## config.mk

```make
export PLATFORM = sky130hd
export DESIGN_NAME = seq_buf
export DESIGN_NICKNAME = d
export VERILOG_FILES = /design/src/rtl/seq_buf.sv
export SDC_FILE = /design/constraint.sdc
export NUM_CORES = 1
export LEC_CHECK = 0
export CAP_MARGIN = 30
export CORE_ASPECT_RATIO = 1.1
export CORE_MARGIN = 4
export CORE_UTILIZATION = 33
export DETAILED_ROUTE_END_ITERATION = 7
export PLACE_DENSITY = 0.56
export SYNTH_ARGS = -nofsm -noshare
export SYNTH_HDL_FRONTEND = slang
export SYNTH_SLANG_ARGS = --single-unit
```

## constraint.sdc

```tcl
create_clock -name clk -period 2.4 [get_ports clk]
set_clock_uncertainty 0.05 [all_clocks]
set_input_delay 0.48 -clock clk [delete_from_list [all_inputs] [get_ports clk]]
set_output_delay 0.48 -clock clk [all_outputs]
set_load 0.02 [all_outputs]
```

## src/rtl/seq_buf.sv

```systemverilog
// seq_buf: fixed-depth FIFO buffering a free-running sequence stream with sticky overflow.
// Optional SEQ_BUF_DROP_CNT_EN adds an 8-bit saturating dropped-word counter (drop_cnt).
module seq_buf #(
  parameter int WIDTH = 16,
  parameter int DEPTH = 4
) (
  input  logic                       clk,
  input  logic                       reset,
  input  logic [WIDTH-1:0]           in_data,
  input  logic                       in_valid,
  output logic [WIDTH-1:0]           out_data,
  output logic                       out_valid,
  input  logic                       out_ready,
  output logic [$clog2(DEPTH):0]     count,
  output logic                       full,
  output logic                       overflow,
`ifdef SEQ_BUF_DROP_CNT_EN
  output logic [7:0]                 drop_cnt,
`endif
  input  logic                       ovf_clr
);

  localparam int PTR_W = $clog2(DEPTH);
  localparam int CNT_W = PTR_W + 1;

  logic [WIDTH-1:0] mem [DEPTH];
  logic [PTR_W-1:0] wr_ptr;
  logic [PTR_W-1:0] rd_ptr;
  logic             push;
  logic             pop;
  logic             drop;

  // Status flags come only from the registered count, so no comb path from in_valid/out_ready.
  assign full      = (count == CNT_W'(DEPTH));
  assign out_valid = (count != '0);
  assign out_data  = out_valid ? mem[rd_ptr] : '0;

  // A full buffer still accepts a word when the head leaves in the same cycle.
  always_comb begin
    pop  = out_valid & out_ready;
    push = in_valid & (~full | pop);
    drop = in_valid & full & ~pop;
  end

  always_ff @(posedge clk) begin
    if (push)
      mem[wr_ptr] <= in_data;
  end

  always_ff @(posedge clk or negedge reset) begin
    if (!reset) begin
      wr_ptr <= '0;
      rd_ptr <= '0;
      count  <= '0;
    end else begin
      if (push)
        wr_ptr <= wr_ptr + PTR_W'(1);
      if (pop)
        rd_ptr <= rd_ptr + PTR_W'(1);
      case ({push, pop})
        2'b10:   count <= count + CNT_W'(1);
        2'b01:   count <= count - CNT_W'(1);
        default: count <= count;
      endcase
    end
  end

  // A drop in the same cycle as ovf_clr keeps overflow set.
  always_ff @(posedge clk or negedge reset) begin
    if (!reset)
      overflow <= 1'b0;
    else if (drop)
      overflow <= 1'b1;
    else if (ovf_clr)
      overflow <= 1'b0;
  end

`ifdef SEQ_BUF_DROP_CNT_EN
  always_ff @(posedge clk or negedge reset) begin
    if (!reset)
      drop_cnt <= '0;
    else if (ovf_clr)
      drop_cnt <= '0;
    else if (drop && drop_cnt != '1)
      drop_cnt <= drop_cnt + 8'd1;
  end
`endif

endmodule
```

Word-level counts from Yosys, hierarchy flattened

Memories as Yosys holds them, arrays and structs flattened.
Index checks and enable logic that the tools add are counted.

Div/mod/pow operators: 0
Multipliers: 0
Eq/ne operators: 3
Magnitude comparators: 0
Muxes and demuxes: 6
Add/sub/neg operators: 4
Bitwise gates (word level): 7
Reduce and logical (&&, ||, !) cells: 3
Shift-type cells: 0

Operator list:

| cell                                             | count |
|---|---|
| two-way mux 16 bit                               | 1 |
| one-hot mux 3 bit (2 select lines)               | 1 |
| adder 2 x 1 -> 2 bit, second input constant      | 2 |
| bitwise AND 1 bit                                | 4 |
| two-way mux 1 bit                                | 4 |
| nonzero test 2 bit                               | 2 |
| adder 3 x 1 -> 3 bit, second input constant      | 1 |
| == test 3 bit, second input constant             | 1 |
| nonzero test 3 bit                               | 1 |
| subtractor 3 x 1 -> 3 bit, second input constant | 1 |
| == test 2 x 1 -> 1 bit, second input constant    | 1 |
| == test 2 bit, second input constant             | 1 |
| inverter 1 bit                                   | 2 |
| bitwise OR 1 bit                                 | 1 |

Latch bits: 0
Output and inout bits: 22
Input port bits: 21
Bits in read-only memories: 0
Memories kept: 1
RAM bits: 64
Register bits: 8
Logic and storage cells: 28

Memory list:

| memory | depth | bits a word | rd ports | clocked after Yosys merged registers in | wr ports | RTL line | RTL |
|---|---|---|---|---|---|---|---|
| mem    | 4     | 16          | 1        | 0                                       | 1        | 26       | `logic [WIDTH-1:0] mem [DEPTH];` |

Depth between registers and ports, before layout

Depth after elaboration: 6
Mapped depth: 9
Depth with buffers taken out: 9

Worst setup path before layout

Ideal clock, no wire load.

Path type: register to register
Start: reg count[0]
End: reg count[2]
Data arrival time: 2.136 ns
Path buffers: 0
Setup time: 0.080 ns
Path slack: 0.135 ns
Clock period less this slack: 2.265 ns
Data required time: 2.270 ns
Stages on the path, launching flop included: 10
Path through: dfrtp_1 -> or3b_4 -> o21a_4 -> inv_1 -> ha_1 -> inv_1 -> fa_1 -> xor2_1 -> nor2_1 -> xor2_1

Cells in the longest elaborated chain, start to end: 6
Elaborated cells between the ends (all ways): 12
Those cells by class: add/sub: 2; eq/ne: 3; mux: 1; bitwise: 4; reduce/logical: 2

RTL lines:

| element                                                                         | RTL line | RTL |
|---|---|---|
| from (decl)                                                                     | 14       | `output logic [$clog2(DEPTH):0] count,` |
| from (signal assigned)                                                          | 61       | `2'b10: count <= count + CNT_W'(1);` |
| from (signal assigned)                                                          | 62       | `2'b01: count <= count - CNT_W'(1);` |
| from (signal assigned)                                                          | 63       | `default: count <= count;` |
| nonzero test 3 bit / == test 3 bit (equally long branches)                      | 35, 34   |  |
| bitwise AND 1 bit / inverter 1 bit (equally long branches)                      | 40, 41   |  |
| bitwise OR 1 bit                                                                | 41       | `push = in_valid & (~full \| pop);` |
| bitwise AND 1 bit                                                               | 41       |  |
| == test 2 x 1 -> 1 bit / == test 2 bit (equally long branches)                  | 60       | `case ({push, pop})` |
| one-hot mux 3 bit (2 select lines) / nonzero test 2 bit (equally long branches) | --       |  |

Several ways; a longest one is shown, not always the timed one.
A chain may end at the register's enable or synchronous reset.

Worst setup path after layout

Start: reg rd_ptr[0]
End: out out_data[14]

Cells in the longest elaborated chain, start to end: 2

RTL lines:

| element                | RTL line | RTL |
|---|---|---|
| from (decl)            | 28       | `logic [PTR_W-1:0] rd_ptr;` |
| from (signal assigned) | 59       | `rd_ptr <= rd_ptr + PTR_W'(1);` |
| memory (4 x 16 bit)    | --       |  |
| two-way mux 16 bit     | 36       | `assign out_data = out_valid ? mem[rd_ptr] : '0;` |
| to (decl)              | 11       | `output logic [WIDTH-1:0] out_data,` |

No other way between the ends.

==> run_results.csv <==
group,metric,value,unit
yosys,synth_top_cell_area_share,64.76,%
grt,top_usage_layer,"met2",
grt,antenna_found_initial,0,
sta,timing.slew.headroom,74.33,%
yosys,netlist_instances,144,
critical_path,ff2ff_setup_slack,0.15,ns
die,initial_core_util,33.62,%
drt,vias,1439,
critical_path,crit_chain,"buf_6, mux4_1, and2_1, buf_2",
drt,drc_errors,0,
yosys,synth_nets,171,
grt,grtUsageTotal,10.39,%
die,design.core.area,8828,um^2
power_and_ir_drop,p_int,3385,uW
yosys,yosys_warnings,0,
grt,grt_pass1_vias,1481,
clock_network,cts-root-buf,"clkbuf_8",
finish,final_cells,323,
yosys,synth_flop_cell,"edfxtp_1",
finish,final_design_area_no_fill,3841,um^2
finish,fin_nets,231,
grt,gr-usage-met3,3.370,%
clock_network,h-tree-depth,3,
sta,finalCriticalPeriod,2.318,ns
power_and_ir_drop,p_sw,1537,uW
critical_path,crit_path_end_kind,"output pin",
die,boundaryPins,43,
placed_design,dp_hpwl,3268,um
placed_design,dp_cells,306,
drt,dr.pass1.iters,4,
power_and_ir_drop,p_sw_share,31.23,%
yosys,postSynth.asyncResetShare,11.11,%
critical_path,worst_ep_required_time,1.87,ns
yosys,syn_avg_cell_area,20.61,um^2
grt,grt-ovfl-total,0,
yosys,yosysTopAreaCell,"edfxtp_1",
critical_path,r2r_cells,9,
clock_network,cts_tree,"done",
clock_network,cts_buffer_depth,2,
yosys,synth-seq-cells,72,
yosys,synth_edf_count,64,
yosys,synth_area_leaders,"edfxtp_1 65%, mux4_1 13%, dfrtp_1 6.7%",
clock_network,clock_insertion_delay_worst_skew,0.34,ns
drt,viasPerCell,4.455,
clock_network,clk_pin_slew,0.08,ns
die,dieArea,10580,um^2
clock_network,cts_made_buffers,9,
power_and_ir_drop,p_leak,0.001407,uW
power_and_ir_drop,seqPwrFrac,36.2,%
clock_network,clock-sinks,72,
sta,slew_violations,0,
yosys,netlist_area,2968,um^2
die,fp.dieH,107.5,um
yosys,synth.most_common_cell,"edfxtp_1",
finish,antenna_cells,0,
placed_design,gp_congestion,0.6627,
sta,fmax,431.4,MHz
drt,routedWlPerCell,16.46,um
critical_path,cp_slowest_cell,"mux4_1",
outcome,outcome,"completed",
critical_path,worst_setup_path_start_kind,"register",
drt,drt_iter0_drc,52,
yosys,synth_seq_area_share,71.50,%
critical_path,r2r-end,"count[2]",
power_and_ir_drop,power.clock.fraction,23.2,%
grt,grt.met1_usage,11.98,%
drt,ant_nets,0,
grt,grt_max_degree,20,
critical_path,crit_fanout,3,
sta,rsz0062_at_grt,"no",
sta,hold_viol_final,0,
yosys,ys_types,23,
sta,worstMarginPinSlew,0.3839,ns
critical_path,worstSetupPathType,"register to output pin",
placed_design,io_buffers,42,
die,die_w,98.42,um
sta,setup_viol,0,
yosys,synthTopCellsByCount,"64 x edfxtp_1, 17 x and2_1, 15 x mux4_1",
critical_path,reg2reg_from,"count[0]",
placed_design,place_area,3660,um^2
critical_path,slowest_delay,0.55,ns
grt,grt_first_pass_wirelength,8045,um
power_and_ir_drop,peakVddDrop,0.5495,mV
finish,drive_above_1_share,30.14,%
die,rows,36,
hold_path,holdCritPathClass,"primary input to asynchronous set/reset pin",
sta,worst_hold_slack,0.3651,ns
power_and_ir_drop,combPwrFrac,40.6,%
critical_path,crit_arrival,1.79,ns
power_and_ir_drop,powerDensity,1281,nW/um^2
flow_run,drv_cap,0,
grt,use_met2,17.49,%
finish,syn_to_final_growth,29.43,%
sta,period_share,96.59,%
drt,wl,5317,um
finish,final_util,43.51,%
==> metrics by stage <==
step | power, uW | setup slack (ns) | TNS (ns)
finish | 4922 | 0.08194 | 0
global route | 5187 | 0.0005889 | 0
CTS | 4992 | -0.02092 | -0.06870
detailed placement | 3923 | 0.009818 | 0
global placement | 3907 | 0.02982 | 0
floorplan | 2978 | 0.1347 | 0
==> area by class of cell <==
type | count | area, um^2
clock buffers | 9 | 123.9
clock inverters | 7 | 120.1
fillers | 813 | 4987
inverters | 9 | 33.78
multi-input cells | 57 | 742.0
flip-flops and latches | 72 | 2123
well taps | 114 | 142.6
repair buffers | 55 | 555.5
==> worst max-delay path by stage <==
stage | endpoint | slack, ns | cells after the start | from
finish | out_data[14] | 0.08 | 4 | rd_ptr[0]
global route | out_data[3] | 0.0006 | 4 | rd_ptr[0]
CTS | out_data[10] | -0.02 | 5 | rd_ptr[0]
detailed placement | count[2] | 0.01 | 9 | out_ready
global placement | out_data[6] | 0.03 | 4 | rd_ptr[0]
floorplan | count[2] | 0.13 | 9 | count[0]
==> registers in the layout, indices dropped and copies added (netlist names) <==
signal / cells
count: 3
mem: 64
overflow: 1
rd_ptr: 2
wr_ptr: 2
==> placed cells by master, fill, tap and decap left out, types with 2 or more instances in the layout <==
| cell | count |
|---|---|
| buf_12 | 8 |
| dfrtp_1 | 7 |
| and2_2 | 4 |
| clkdlybuf4s50_1 | 24 |
| and2_1 | 15 |
| xnor2_1 | 3 |
| edfxtp_1 | 64 |
| buf_6 | 2 |
| buf_2 | 11 |
| xor2_1 | 3 |
| and2_4 | 2 |
| ha_1 | 5 |
| bufinv_16 | 3 |
| dlygate4sd2_1 | 2 |
| mux4_2 | 8 |
| clkinv_4 | 2 |
| clkbuf_8 | 9 |
| inv_1 | 9 |
| buf_4 | 8 |
| mux4_1 | 8 |
==> per-layer routing <==
layer / share of wire [%] / vias up / routed length, um
met1: 44 / 722 / 2366
met4: 1.4 / 0 / 73
met2: 50 / 35 / 2634
met5: 0 / - / 0
li1: - / 674 / -
met3: 4.6 / 8 / 243
==> what timing repair did <==
item,CTS,global route
pin swaps,1,0
cloned,1,0
hold buffers,0,0
gates resized for setup,72,12
setup buffers,1,0
setup endpoints to repair,18,8
==> critical path, delay by kind of cell, from the launching register on <==
| family | cells | cell delay (ns) |
|---|---|---|
| buf+inv | 2 | 0.28 |
| flops | 1 | 0.44 |
| mux | 1 | 0.55 |
| simple gates | 1 | 0.17 |
==> cells by family after synthesis <==
family | synth area share, %
AOI/OAI and AO/OA | 0.8009
xor gates and xnor gates | 1.771
buffers and inverters | 2.782
muxes | 14.88
adders and majority gates | 2.782
DFF | 71.50
and+or+nand+nor | 5.480
==> power groups by stage <==
| stage | logic, uW | clock network (uW) | registers, uW |
|---|---|---|---|
| final | 2000 | 1140 | 1780 |
| after CTS | 2040 | 1170 | 1780 |
| after global routing | 2140 | 1240 | 1810 |
| after global placement | 2120 | 0 | 1790 |
| after detailed placement | 2120 | 0 | 1800 |
| after floorplan | 1180 | 0 | 1790 |
(Power assumes the default switching activity.)
